===== src/rtl/acq_seq_ctrl.sv =====
// Acquisition sequencer: steps the test pulse generator through programmed frames,
// counts pulse edges per frame and hands the counts downstream over valid/ready.
module acq_seq_ctrl #(
    parameter int unsigned FRAME_LEN = 2048,
    parameter int unsigned CNT_W     = 16
) (
    input  logic             clk,
    input  logic             rst,
    input  logic             start,
    input  logic             stop,
    input  logic [15:0]      num_frames,
    input  logic [15:0]      gap_len,
    input  logic             pulse0_in,
    input  logic             pulse1_in,
    output logic             gen_clr,
    output logic             gen_ena,
    output logic             busy,
    output logic             done,
    output logic [15:0]      frame_cnt,
    output logic             res_valid,
    input  logic             res_ready,
    output logic [CNT_W-1:0] res_edges0,
    output logic [CNT_W-1:0] res_edges1,
    output logic             overrun
);

    // WRAP is the single settle cycle after the final frame end, so done trails
    // the last result by one cycle.
    typedef enum logic [2:0] {
        S_IDLE, S_ARM, S_RUN, S_GAP, S_WRAP, S_DONE
    } state_t;

    state_t             r_state;
    state_t             w_next;
    logic [15:0]        r_num_frames;
    logic [15:0]        r_gap_len;
    logic [31:0]        r_cnt;
    logic [CNT_W-1:0]   r_edges0;
    logic [CNT_W-1:0]   r_edges1;
    logic               r_p0_d;
    logic               r_p1_d;
    logic               r_stop_pending;

    logic               w_start_acc;
    logic               w_frame_end;
    logic               w_gap_end;
    logic               w_last;
    logic               w_xfer;
    logic [15:0]        w_frame_cnt_nxt;
    logic [CNT_W-1:0]   w_edges0_nxt;
    logic [CNT_W-1:0]   w_edges1_nxt;

    function automatic logic [CNT_W-1:0] sat_inc(input logic [CNT_W-1:0] v, input logic hit);
        return (hit && (v != '1)) ? v + 1'b1 : v;
    endfunction

    assign w_start_acc     = (r_state == S_IDLE) && start;
    assign w_frame_end     = (r_state == S_RUN) && (r_cnt == FRAME_LEN - 1);
    assign w_gap_end       = (r_cnt == 32'(r_gap_len) - 32'd1);
    assign w_frame_cnt_nxt = frame_cnt + 16'd1;
    assign w_last          = ((r_num_frames != 16'd0) && (w_frame_cnt_nxt == r_num_frames))
                             || r_stop_pending || stop;
    assign w_xfer          = res_valid && res_ready;
    assign w_edges0_nxt    = sat_inc(r_edges0, pulse0_in && !r_p0_d);
    assign w_edges1_nxt    = sat_inc(r_edges1, pulse1_in && !r_p1_d);

    // NOTE: w_next gets a default before the case so no path leaves it unassigned (no latch).
    always_comb begin
        w_next = r_state;
        case (r_state)
            S_IDLE: if (start) w_next = S_ARM;
            S_ARM:  w_next = stop ? S_DONE : S_RUN;
            S_RUN: begin
                if (w_frame_end) begin
                    if (w_last)                  w_next = S_WRAP;
                    else if (r_gap_len != 16'd0) w_next = S_GAP;
                    else                         w_next = S_ARM;
                end
            end
            S_GAP: begin
                if (stop)           w_next = S_DONE;
                else if (w_gap_end) w_next = S_ARM;
            end
            S_WRAP:  w_next = S_DONE;
            S_DONE:  w_next = S_IDLE;
            default: w_next = S_IDLE;
        endcase
    end

    // NOTE: outputs decode the next state so they are registered yet aligned with the state they describe.
    always_ff @(posedge clk or negedge rst) begin
        if (!rst) begin
            r_state <= S_IDLE;
            gen_clr <= 1'b1;
            gen_ena <= 1'b0;
            busy    <= 1'b0;
            done    <= 1'b0;
        end else begin
            r_state <= w_next;
            gen_clr <= (w_next != S_RUN);
            gen_ena <= (w_next == S_RUN);
            busy    <= (w_next != S_IDLE);
            done    <= (w_next == S_DONE);
        end
    end

    always_ff @(posedge clk or negedge rst) begin
        if (!rst) begin
            r_num_frames   <= '0;
            r_gap_len      <= '0;
            r_stop_pending <= 1'b0;
            r_cnt          <= '0;
            r_edges0       <= '0;
            r_edges1       <= '0;
            r_p0_d         <= 1'b0;
            r_p1_d         <= 1'b0;
        end else begin
            r_p0_d <= pulse0_in;
            r_p1_d <= pulse1_in;
            if (w_start_acc) begin
                r_num_frames   <= num_frames;
                r_gap_len      <= gap_len;
                r_stop_pending <= 1'b0;
            end else if ((r_state == S_RUN) && stop) begin
                r_stop_pending <= 1'b1;
            end
            // One counter times both RUN and GAP; it restarts at every frame end.
            case (r_state)
                S_RUN: begin
                    r_cnt    <= w_frame_end ? 32'd0 : r_cnt + 32'd1;
                    r_edges0 <= w_edges0_nxt;
                    r_edges1 <= w_edges1_nxt;
                end
                S_GAP:   r_cnt <= r_cnt + 32'd1;
                S_ARM: begin
                    r_cnt    <= '0;
                    r_edges0 <= '0;
                    r_edges1 <= '0;
                end
                default: r_cnt <= '0;
            endcase
        end
    end

    always_ff @(posedge clk or negedge rst) begin
        if (!rst) begin
            frame_cnt  <= '0;
            res_valid  <= 1'b0;
            res_edges0 <= '0;
            res_edges1 <= '0;
            overrun    <= 1'b0;
        end else begin
            if (w_start_acc) begin
                frame_cnt <= '0;
                overrun   <= 1'b0;
            end
            // A frame end always loads; it only counts as lost data if the old result was not taken.
            if (w_frame_end) begin
                res_edges0 <= w_edges0_nxt;
                res_edges1 <= w_edges1_nxt;
                res_valid  <= 1'b1;
                frame_cnt  <= w_frame_cnt_nxt;
                if (res_valid && !res_ready) overrun <= 1'b1;
            end else if (w_xfer) begin
                res_valid <= 1'b0;
            end
        end
    end

endmodule


===== config.mk =====
export PLATFORM = sky130hd
export DESIGN_NAME = acq_seq_ctrl
export DESIGN_NICKNAME = d
export VERILOG_FILES = /design/src/rtl/acq_seq_ctrl.sv
export SDC_FILE = /design/constraint.sdc
export NUM_CORES = 1
export LEC_CHECK = 0
export ABC_AREA = 1
export BUFFER_PORTS_ARGS = -buffer_cell sky130_fd_sc_hd__buf_4
export CORE_MARGIN = 4
export CORE_UTILIZATION = 55
export DETAILED_ROUTE_END_ITERATION = 10
export PLACE_DENSITY = 0.88
export SLEW_MARGIN = 20
export SYNTH_ARGS = -nofsm -noshare
export SYNTH_HDL_FRONTEND = slang
export SYNTH_SLANG_ARGS = --single-unit

===== constraint.sdc =====
create_clock -name clk -period 5.2 [get_ports clk]
set_input_delay 1.3 -clock clk [delete_from_list [all_inputs] [get_ports clk]]
set_output_delay 1.3 -clock clk [all_outputs]
set_load 0.01 [all_outputs]

**Word-level counts from Yosys, hierarchy flattened**

Index checks and enable logic that the tools add are counted.

- Add/subtract/negate cells: 5
- Reduce and logical (&&, ||, !) cells: 23
- Multiplexer cells: 23
- Equality and inequality tests: 12

Operator list:

| operator | count |
|---|---|
| $mux 16 | 4 |
| $pmux 16 s2 | 2 |
| $pmux 32 s2 | 1 |
| $add 16x1->16 const B | 3 |
| $add 32x1->32 const B | 1 |
| $eq 32x11->1 const B | 1 |
| $eq 32x32->1 | 1 |
| $mux 32 | 1 |
| $ne 16x16->1 const B | 2 |
| $reduce_bool 16->1 | 2 |
| $mux 3 | 6 |
| $sub 16x1->17 const B | 1 |
| $eq 16x16->1 | 1 |
| $pmux 3 s5 | 1 |
| $logic_and 1x1->1 | 10 |
| $eq 3x2->1 const B | 3 |
| $reduce_bool 2->1 | 4 |
| $mux 1 | 7 |
| $eq 3x3->1 const B | 2 |
| $eq 3x1->1 const B | 1 |
| $logic_not 1->1 | 3 |
| $logic_not 3->1 | 1 |
| $ne 3x2->1 const B | 1 |
| $reduce_bool 3->1 | 1 |
| other kinds (2) | 3 |

- Output and inout port bits: 54
- Input bits: 39
- Register bits: 156
- Logic and storage cells: 81

**Longest topological paths before layout**

Gate-level depths: netlist of the first run.

- Depth in word-level cells: 9
- Depth in mapped cells: 19
- Depth with buffers taken out: 19

**Least setup slack after synthesis of the first run**

No wires, ideal clock.

- Path type: input -> register
- Start: in pulse0_in
- End: reg r_edges0[13]
- Path buffers: 1
- Setup time: 0.132 ns
- Path slack: 2.784 ns
- Required time: 5.068 ns
- Cell stages on the path: 9
- Arrival time: 2.284 ns
- Path through: inv_1 nor2_1 nand2_1 buf_2 nor4_2 nand2_1 xor2_1 nand2_1 o21ai_0

- Longest elaborated chain between the ends: 4

RTL lines:

| element | RTL line | source |
|---|---|---|
| from (decl) | 13 | `input logic pulse0_in,` |
| $logic_and 1x1->1 | 64 | `assign w_edges0_nxt = sat_inc(r_edges0, pulse0_in && !r_p0_d);` |
| $logic_and 1x1->1 | 54 | `return (hit && (v != '1)) ? v + 1'b1 : v;` |
| $mux 16 | 54 |  |
| $pmux 16 s2 | 128 | `case (r_state)` |
| to (signal assigned) | 131 | `r_edges0 <= w_edges0_nxt;` |
| to (decl) | 38 | `logic [CNT_W-1:0] r_edges0;` |

No other way between the ends.
A chain may end at the register's enable or synchronous reset.

**Worst setup path after layout of the first run**

- Start: reg r_cnt[0]
- End: reg frame_cnt[2]

- Longest elaborated chain between the ends: 3
- Elaborated cells on any way between the ends: 4
- Those cells by class: eq/ne: 1; mux: 1; reduce/logical: 2

RTL lines:

| element | RTL line | source |
|---|---|---|
| from (decl) | 37 | `logic [31:0] r_cnt;` |
| from (signal assigned) | 130 | `r_cnt <= w_frame_end ? 32'd0 : r_cnt + 32'd1;` |
| from (signal assigned) | 134 | `S_GAP: r_cnt <= r_cnt + 32'd1;` |
| $eq 32x11->1 * | 58 | `assign w_frame_end = (r_state == S_RUN) && (r_cnt == FRAME_LEN - 1);` |
| $logic_and 1x1->1 * | 58 |  |
| $mux 16 / $reduce_bool 2->1 (equally long branches) | -- |  |
| to (signal assigned) | 162 | `frame_cnt <= w_frame_cnt_nxt;` |
| to (decl) | 19 | `output logic [15:0] frame_cnt,` |

Mark *: on every way between the ends. The rest lies on a longest branch, timed or not.

==> results of run 1 <==
worst max-delay path, stage by stage (launching register included):
cell                       delay, ns
sky130_fd_sc_hd__dfrtp_1        0.42
sky130_fd_sc_hd__ha_1           0.22
sky130_fd_sc_hd__nand2_2        0.09
sky130_fd_sc_hd__nor2_4         0.13
sky130_fd_sc_hd__nand3b_4       0.10
sky130_fd_sc_hd__nor2_1         0.17
sky130_fd_sc_hd__nand2_1        0.32
sky130_fd_sc_hd__nor2_2         0.60
sky130_fd_sc_hd__inv_2          0.55
sky130_fd_sc_hd__nand2_1        0.59
sky130_fd_sc_hd__inv_1          0.14
sky130_fd_sc_hd__nand2_1        0.09
sky130_fd_sc_hd__o21ai_0        0.09
cell usage after synthesis (all sizes together):
cell | count | share of area [%]
a31oi | 1 | 0.074
buf | 6 | 0.37
nand2 | 312 | 14
nor2 | 116 | 6.1
o31ai | 1 | 0.089
dfrtp | 155 | 46
xor2 | 34 | 3.5
o21bai | 1 | 0.089
inv | 123 | 5.5
clkbuf | 17 | 0.76
clkinv | 3 | 0.13
o22ai | 20 | 1.5
a211oi | 1 | 0.089
nand4 | 27 | 2.1
xnor3 | 3 | 0.80
xnor2 | 4 | 0.42
nor4 | 12 | 0.97
o21ai | 99 | 5.9
nor3 | 35 | 2.5
o21a | 3 | 0.27
nand3 | 81 | 4.9
and2 | 1 | 0.074
nand3b | 6 | 0.68
o2bb2ai | 1 | 0.10
or3 | 1 | 0.13
ha | 5 | 0.74
or2 | 2 | 0.15
a21oi | 22 | 1.3
dfstp | 1 | 0.31
registers in the layout, indices dropped and copies added, names as in the netlist, 16 cells and up:
register,count
res_edges0,16
res_edges1,16
r_edges1,16
r_num_frames,16
r_cnt,32
frame_cnt,16
r_gap_len,16
r_edges0,16
routing by layer:
metal | GRT usage [%] | vias up | wire length, um | share of wire (%)
met5 | 0 | - | 0 | 0
met1 | 31.6 | 3558 | 8800 | 43
li1 | - | 3765 | - | -
met3 | 5.54 | 42 | 1200 | 5.9
met4 | 8.46 | 0 | 494 | 2.4
met2 | 38.5 | 245 | 9740 | 48
final cells by class:
type / count / area share [%]
tap: 184 / 2.33
multi-input combinational: 788 / 39.9
inverter: 126 / 4.79
clock inverter: 14 / 1.61
timing repair buffer: 97 / 7.41
sequential: 156 / 39.5
clock buffer: 18 / 4.45
final timing paths:
kind / from / cells after the start / slack, ns / to
min: res_edges0[5] / 2 / 0.49 / res_edges0[5]
max reg2reg: r_cnt[0] / 12 / 1.52 / frame_cnt[2]
max: r_cnt[0] / 12 / 1.52 / frame_cnt[2]
min reg2reg: res_edges0[5] / 2 / 0.49 / res_edges0[5]
max in group asynchronous: rst / 2 / 3.30 / r_cnt[9]
min in group asynchronous: rst / 1 / 0.90 / r_edges1[15]
metrics by stage:
step	worst slack, ns	power (mW)
2_1_floorplan	2.78	2.25
3_3_place_gp	1.75	2.55
3_5_place_dp	1.59	2.57
4_1_cts	1.58	3.84
5_1_grt	1.14	4.07
6_report	1.52	3.83
cell families (layout without fill, tap and decap cells):
logic type | Yosys count | count (layout)
and+or+nand+nor | 593 | 593
DFF | 156 | 156
AOI/OAI and AO/OA | 149 | 149
buffers and inverters | 149 | 255
xor gates and xnor gates | 41 | 41
adders and majority gates | 5 | 5
report_power, final:
| part | switching, mW | total [mW] | internal (mW) |
|---|---|---|---|
| sequential | 0.159 | 1.54 | 1.39 |
| clock | 0.530 | 1.26 | 0.730 |
| combinational | 0.684 | 1.02 | 0.340 |
| total | 1.37 | 3.83 | 2.46 |
==> flow_metrics.py, run 1 <==
metrics = {
    "run_status": {
        "run_status": "finished, final reports clean",
    },
    "cells_and_area": {
        "design_area_um2": 9880,
        "layout.area.seq_um2": 3910,
        "nets": 1230,
        "final_core_util_pct": 66.9,
        "most_used_cells_in_the_layout_excluding_fill_and_tap_cells": "sky130_fd_sc_hd__nand2_1, sky130_fd_sc_hd__dfrtp_1, sky130_fd_sc_hd__inv_1",
        "area_growth_pct": 17.5,
        "instances_no_fill": 1383,
        "most_common_cell_after_layout_fill_and_taps_aside": "sky130_fd_sc_hd__nand2_1",
        "num-fill-cells": 1191,
        "multi_input_comb_area_um2": 3940,
        "post_route_cells_drive_above_1_share_pct": 14.4,
        "n_antenna_cell": 0,
    },
    "setup_path": {
        "worstSetupPathType": "register to register",
        "setup.worst_path.end_class": "register",
        "startpoint_type": "register",
        "cp_data_required_time_ns": 5.47,
        "timing.critical_path.arrival_ns": 3.95,
        "worstPathMaxFanout": 63,
    },
    "global_routing": {
        "track_usage_pct": 23.8,
        "grt_pass1_vias": 7300,
        "grt_max_degree": 79,
        "overflow_left_after_global_routing": 0,
        "number_of_antenna_violations_at_the_first_check_in_global_routing": 0,
        "grt_pass1_wl_um": 34200,
    },
    "sta": {
        "relSlewSlack_pct": 36.6,
        "whs_ns": 0.490,
        "layout_worst_path_cycle_share_pct": 70.8,
        "grt_setup_unrepaired": "no",
        "drv_slew": 0,
        "finalClockSkew_ns": 0.00928,
        "finalSetupViolations": 0,
        "post_route_minimum_period_ns": 3.68,
        "max_slew.worst_pin.slew_ns": 0.950,
        "final-hold-violation-count": 0,
        "totalNegativeSetupSlack_ns": 0,
        "max_freq_mhz": 272,
    },
    "floorplanning": {
        "num_rows": 44,
        "core_area_um2": 14800,
        "die_h_um": 132,
        "floorplan.initialDensity_pct": 57.0,
        "chipWidth_um": 132,
        "fp.dieArea_um2": 17300,
        "io-pin-count": 93,
    },
    "logic_synthesis": {
        "syn-mean-instance-area_um2": 7.69,
        "yosys.cell_types.count": 44,
        "yosys.area_share.simple_pct": 31.8,
        "synth_nets": 1137,
        "synth_compound_gate_area_share_pct": 9.46,
        "synth_area_in_xor_xnor_pct": 4.76,
        "yosys_register_bits": 156,
        "yosysSeqAreaShare_pct": 46.5,
        "synth_top_family_by_area": "simple AND/OR/NAND/NOR gates",
        "synth_warnings": 0,
        "synthesized_area_fraction_occupied_by_adder_cells_pct": 0.744,
        "synth_mux_area_share_pct": 0,
        "syn-instance-count": 1093,
        "syn_std_cell_area_um2": 8400,
    },
    "pwr": {
        "power_leakage_nw": 4.56,
        "power.density_nw_per_um2": 388,
        "irDropWorstVdd_mv": 0.268,
    },
    "place": {
        "hpwlAfterDp_um": 14700,
        "place_inst": 1351,
        "gp_routability_congestion": 0.901,
        "place_area_um2": 9280,
        "port-buffer-count": 92,
    },
    "run": {
        "cap_violations": 0,
    },
    "clock_network": {
        "worst_skew_late_latency_ns": 0.43,
        "htree_levels": 4,
        "ctsRootBufferMaster": "sky130_fd_sc_hd__clkbuf_16",
        "cts_hold_repair.buffers": 0,
        "numCtsBuffers": 17,
        "clock_path_buffers": 2,
        "postCtsSetupRepairBufs": 0,
        "clock_tree_from_tritoncts": "yes",
        "path_clk_slew_ns": 0.06,
        "post_cts_resized": 0,
        "clock_sinks": 156,
    },
    "route": {
        "average_routed_wire_per_standard_cell_um": 14.6,
        "ant_nets": 0,
        "initialDrtViolationCount": 657,
        "vias": 7610,
        "finalWirelength_um": 20200,
        "drcViolationCount": 0,
        "firstDrtPassIters": 5,
        "viasPerCell": 5.50,
    },
    "min_path": {
        "min-delay-path-class": "register to register",
    },
}
No activity file was read; power rests on OpenSTA's default activity.
==> run 2: changes to the inputs <==
ABC_AREA = 0   (was 1)
CORE_UTILIZATION = 53   (was 55)
clock period = 3.2 ns   (was 5.2 ns; I/O delays follow)
==> flow_metrics.py, run 2 <==
metrics = {
    "clock_network": {
        "clock_path_buffers": 2,
        "clock_tree_from_tritoncts": "yes",
        "worst_skew_late_latency_ns": 0.43,
        "numCtsBuffers": 17,
        "clock_sinks": 156,
        "htree_levels": 4,
        "postCtsSetupRepairBufs": 0,
        "ctsRootBufferMaster": "sky130_fd_sc_hd__clkbuf_16",
        "path_clk_slew_ns": 0.06,
        "post_cts_resized": 0,
        "cts_hold_repair.buffers": 0,
    },
    "sta": {
        "max_freq_mhz": 366,
        "layout_worst_path_cycle_share_pct": 85.5,
        "whs_ns": 0.261,
        "totalNegativeSetupSlack_ns": 0,
        "max_slew.worst_pin.slew_ns": 0.944,
        "relSlewSlack_pct": 36.6,
        "final-hold-violation-count": 0,
        "grt_setup_unrepaired": "no",
        "drv_slew": 0,
        "finalClockSkew_ns": 0.0134,
        "finalSetupViolations": 0,
        "post_route_minimum_period_ns": 2.73,
    },
    "logic_synthesis": {
        "syn_std_cell_area_um2": 8420,
        "syn-mean-instance-area_um2": 9.40,
        "yosys_register_bits": 156,
        "yosysSeqAreaShare_pct": 46.4,
        "synth_edf_count": 0,
        "yosys.area.top_type": "sky130_fd_sc_hd__dfrtp_1",
        "synth_warnings": 0,
        "yosys.cell_types.count": 68,
        "syn-instance-count": 895,
        "postSynth.asyncResetShare_pct": 100,
        "ys_top_cells_by_area": "sky130_fd_sc_hd__dfrtp_1, sky130_fd_sc_hd__o21ai_0, sky130_fd_sc_hd__xnor2_1",
        "synthTopCellsByCount": "sky130_fd_sc_hd__dfrtp_1, sky130_fd_sc_hd__nand2_1, sky130_fd_sc_hd__o21ai_0",
        "postSynth.topFlopCell": "sky130_fd_sc_hd__dfrtp_1",
        "synth_nets": 939,
        "area_share_of_the_largest_cell_type_after_synthesis_pct": 46.1,
        "post-synth-top-count-cell": "sky130_fd_sc_hd__dfrtp_1",
    },
    "floorplanning": {
        "fp.dieArea_um2": 18000,
        "chipWidth_um": 134,
        "core_area_um2": 15400,
        "die_h_um": 134,
        "floorplan.initialDensity_pct": 54.8,
        "io-pin-count": 93,
        "num_rows": 45,
    },
    "global_routing": {
        "track_usage_pct": 21.9,
        "number_of_antenna_violations_at_the_first_check_in_global_routing": 0,
        "grt_pass1_wl_um": 32400,
        "grt_pass1_vias": 6636,
        "grt_max_degree": 84,
        "overflow_left_after_global_routing": 0,
    },
    "setup_path": {
        "slowest_delay_ns": 0.55,
        "critical_path_buf_inv_count": 0,
        "startpoint_type": "register",
        "cp_data_required_time_ns": 3.49,
        "worstPathMaxFanout": 8,
        "crit_chain": "nor4_4, nand3_4, or4_1, a22o_1, nor4_1, a31o_2, nand3_1",
        "timing.critical_path.arrival_ns": 3.02,
        "timing.critical_path.max_delay_family": "simple AND/OR/NAND/NOR gates",
        "worstSetupPathType": "register to register",
        "setup.worst_path.end_class": "register",
        "timing.critical_path.slowest_stage_cell": "sky130_fd_sc_hd__or4_1",
    },
    "cells_and_area": {
        "post_route_cells_drive_above_1_share_pct": 17.7,
        "regMostFlops": "r_cnt",
        "most_used_cells_in_the_layout_excluding_fill_and_tap_cells": "sky130_fd_sc_hd__dfrtp_1, sky130_fd_sc_hd__nand2_1, sky130_fd_sc_hd__o21ai_0",
        "most_common_cell_after_layout_fill_and_taps_aside": "sky130_fd_sc_hd__dfrtp_1",
        "instances_no_fill": 1191,
        "area_growth_pct": 17.9,
        "n_antenna_cell": 0,
        "nets": 1012,
        "largest_register_ffs": 32,
    },
    "place": {
        "hpwlAfterDp_um": 13200,
        "place_inst": 1160,
        "gp_routability_congestion": 0.844,
        "port-buffer-count": 92,
    },
    "route": {
        "firstDrtPassIters": 5,
        "drcViolationCount": 0,
        "average_routed_wire_per_standard_cell_um": 16.2,
        "viasPerCell": 5.88,
        "finalWirelength_um": 19300,
        "initialDrtViolationCount": 665,
        "ant_nets": 0,
        "vias": 6998,
    },
    "pwr": {
        "irDropWorstVdd_mv": 0.502,
        "power_leakage_nw": 4.15,
        "power.density_nw_per_um2": 668,
    },
    "run_status": {
        "run_status": "finished, final reports clean",
    },
    "run": {
        "cap_violations": 0,
    },
    "min_path": {
        "min-delay-path-class": "primary input to asynchronous set/reset pin",
    },
}
[run 2: changes by cell type in the layout (fill, tap and decap cells not counted), sizes merged, moves of 10 or more]
cell / change
nor3: -23
o22ai: -19
and2: +13
nand3: -56
and3: +11
nand2: -200
nor2: -46
mux2: +31
inv: -114
or3: +10
and4: +17
xnor2: +55
o31ai: +17
[run 2: worst reg2reg max path: stages (launching register included)]
cell	delay [ns]
sky130_fd_sc_hd__dfrtp_1	0.49
sky130_fd_sc_hd__nor4_4	0.51
sky130_fd_sc_hd__nand3_4	0.16
sky130_fd_sc_hd__or4_1	0.55
sky130_fd_sc_hd__a22o_1	0.25
sky130_fd_sc_hd__nor4_1	0.30
sky130_fd_sc_hd__a31o_2	0.24
sky130_fd_sc_hd__nand3_1	0.09
[run 2: power breakdown]
group | leakage, nW | internal, mW | switching (mW) | total [mW]
Clock | 0.318 | 1.50 | 0.770 | 2.27
Combinational | 1.90 | 0.768 | 0.946 | 1.71
Sequential | 1.93 | 2.25 | 0.397 | 2.65
Total | 4.15 | 4.52 | 2.11 | 6.63
[run 2: cell families (layout without fill, tap and decap cells)]
kind of cell | Yosys count | after routing | synth area share [%]
xor gates and xnor gates | 97 | 97 | 10.1
buffers and inverters | 63 | 148 | 3.08
and+or+nand+nor | 343 | 343 | 20.8
AOI/OAI and AO/OA | 197 | 197 | 14.3
adders and majority gates | 5 | 5 | 0.743
DFF | 156 | 156 | 46.4
muxes | 34 | 34 | 4.50
[run 2: worst paths after layout]
kind	endpoint	startpoint	depth (start not counted)	slack, ns
worst max register to register	busy	r_gap_len[2]	7	0.47
max in group asynchronous	gen_clr	rst	2	2.11
worst min-delay path	res_edges1[0]	rst	1	0.26
worst max-delay path	busy	r_gap_len[2]	7	0.47
min in group clk	res_edges0[8]	res_edges0[8]	2	0.48
worst min register to register	res_edges0[8]	res_edges0[8]	2	0.48
[run 2: final cells by class]
type                       count  area, um2
clock buffer                  24        472
clock inverter                 7        185
fill                        1207       5440
inverter                      15       56.3
multi-input combinational    676       4260
sequential                   156       3910
tap                          211        264
timing repair buffer         102        782
[run 2: metal layers]
layer	track usage, %	vias to the layer above	routed length [um]
met5	0	-	0
li1	-	3337	-
met4	8.26	0	437
met1	30.0	3394	8740
met2	34.7	227	9110
met3	4.46	40	1060
[run 2: metrics by stage]
| stage | instance area [um2] | setup WS (ns) | utilization [%] | power, mW |
|---|---|---|---|---|
| 2_1_floorplan | 8420 | 0.771 | - | 3.84 |
| 3_3_place_gp | 9270 | 0.542 | 60.3 | 4.28 |
| 3_5_place_dp | 9270 | 0.505 | 60.3 | 4.35 |
| 4_1_cts | 9930 | 0.488 | 64.6 | 6.66 |
| 5_1_grt | 9930 | 0.278 | 64.6 | 6.98 |
| 6_report | 9930 | 0.465 | 64.6 | 6.63 |
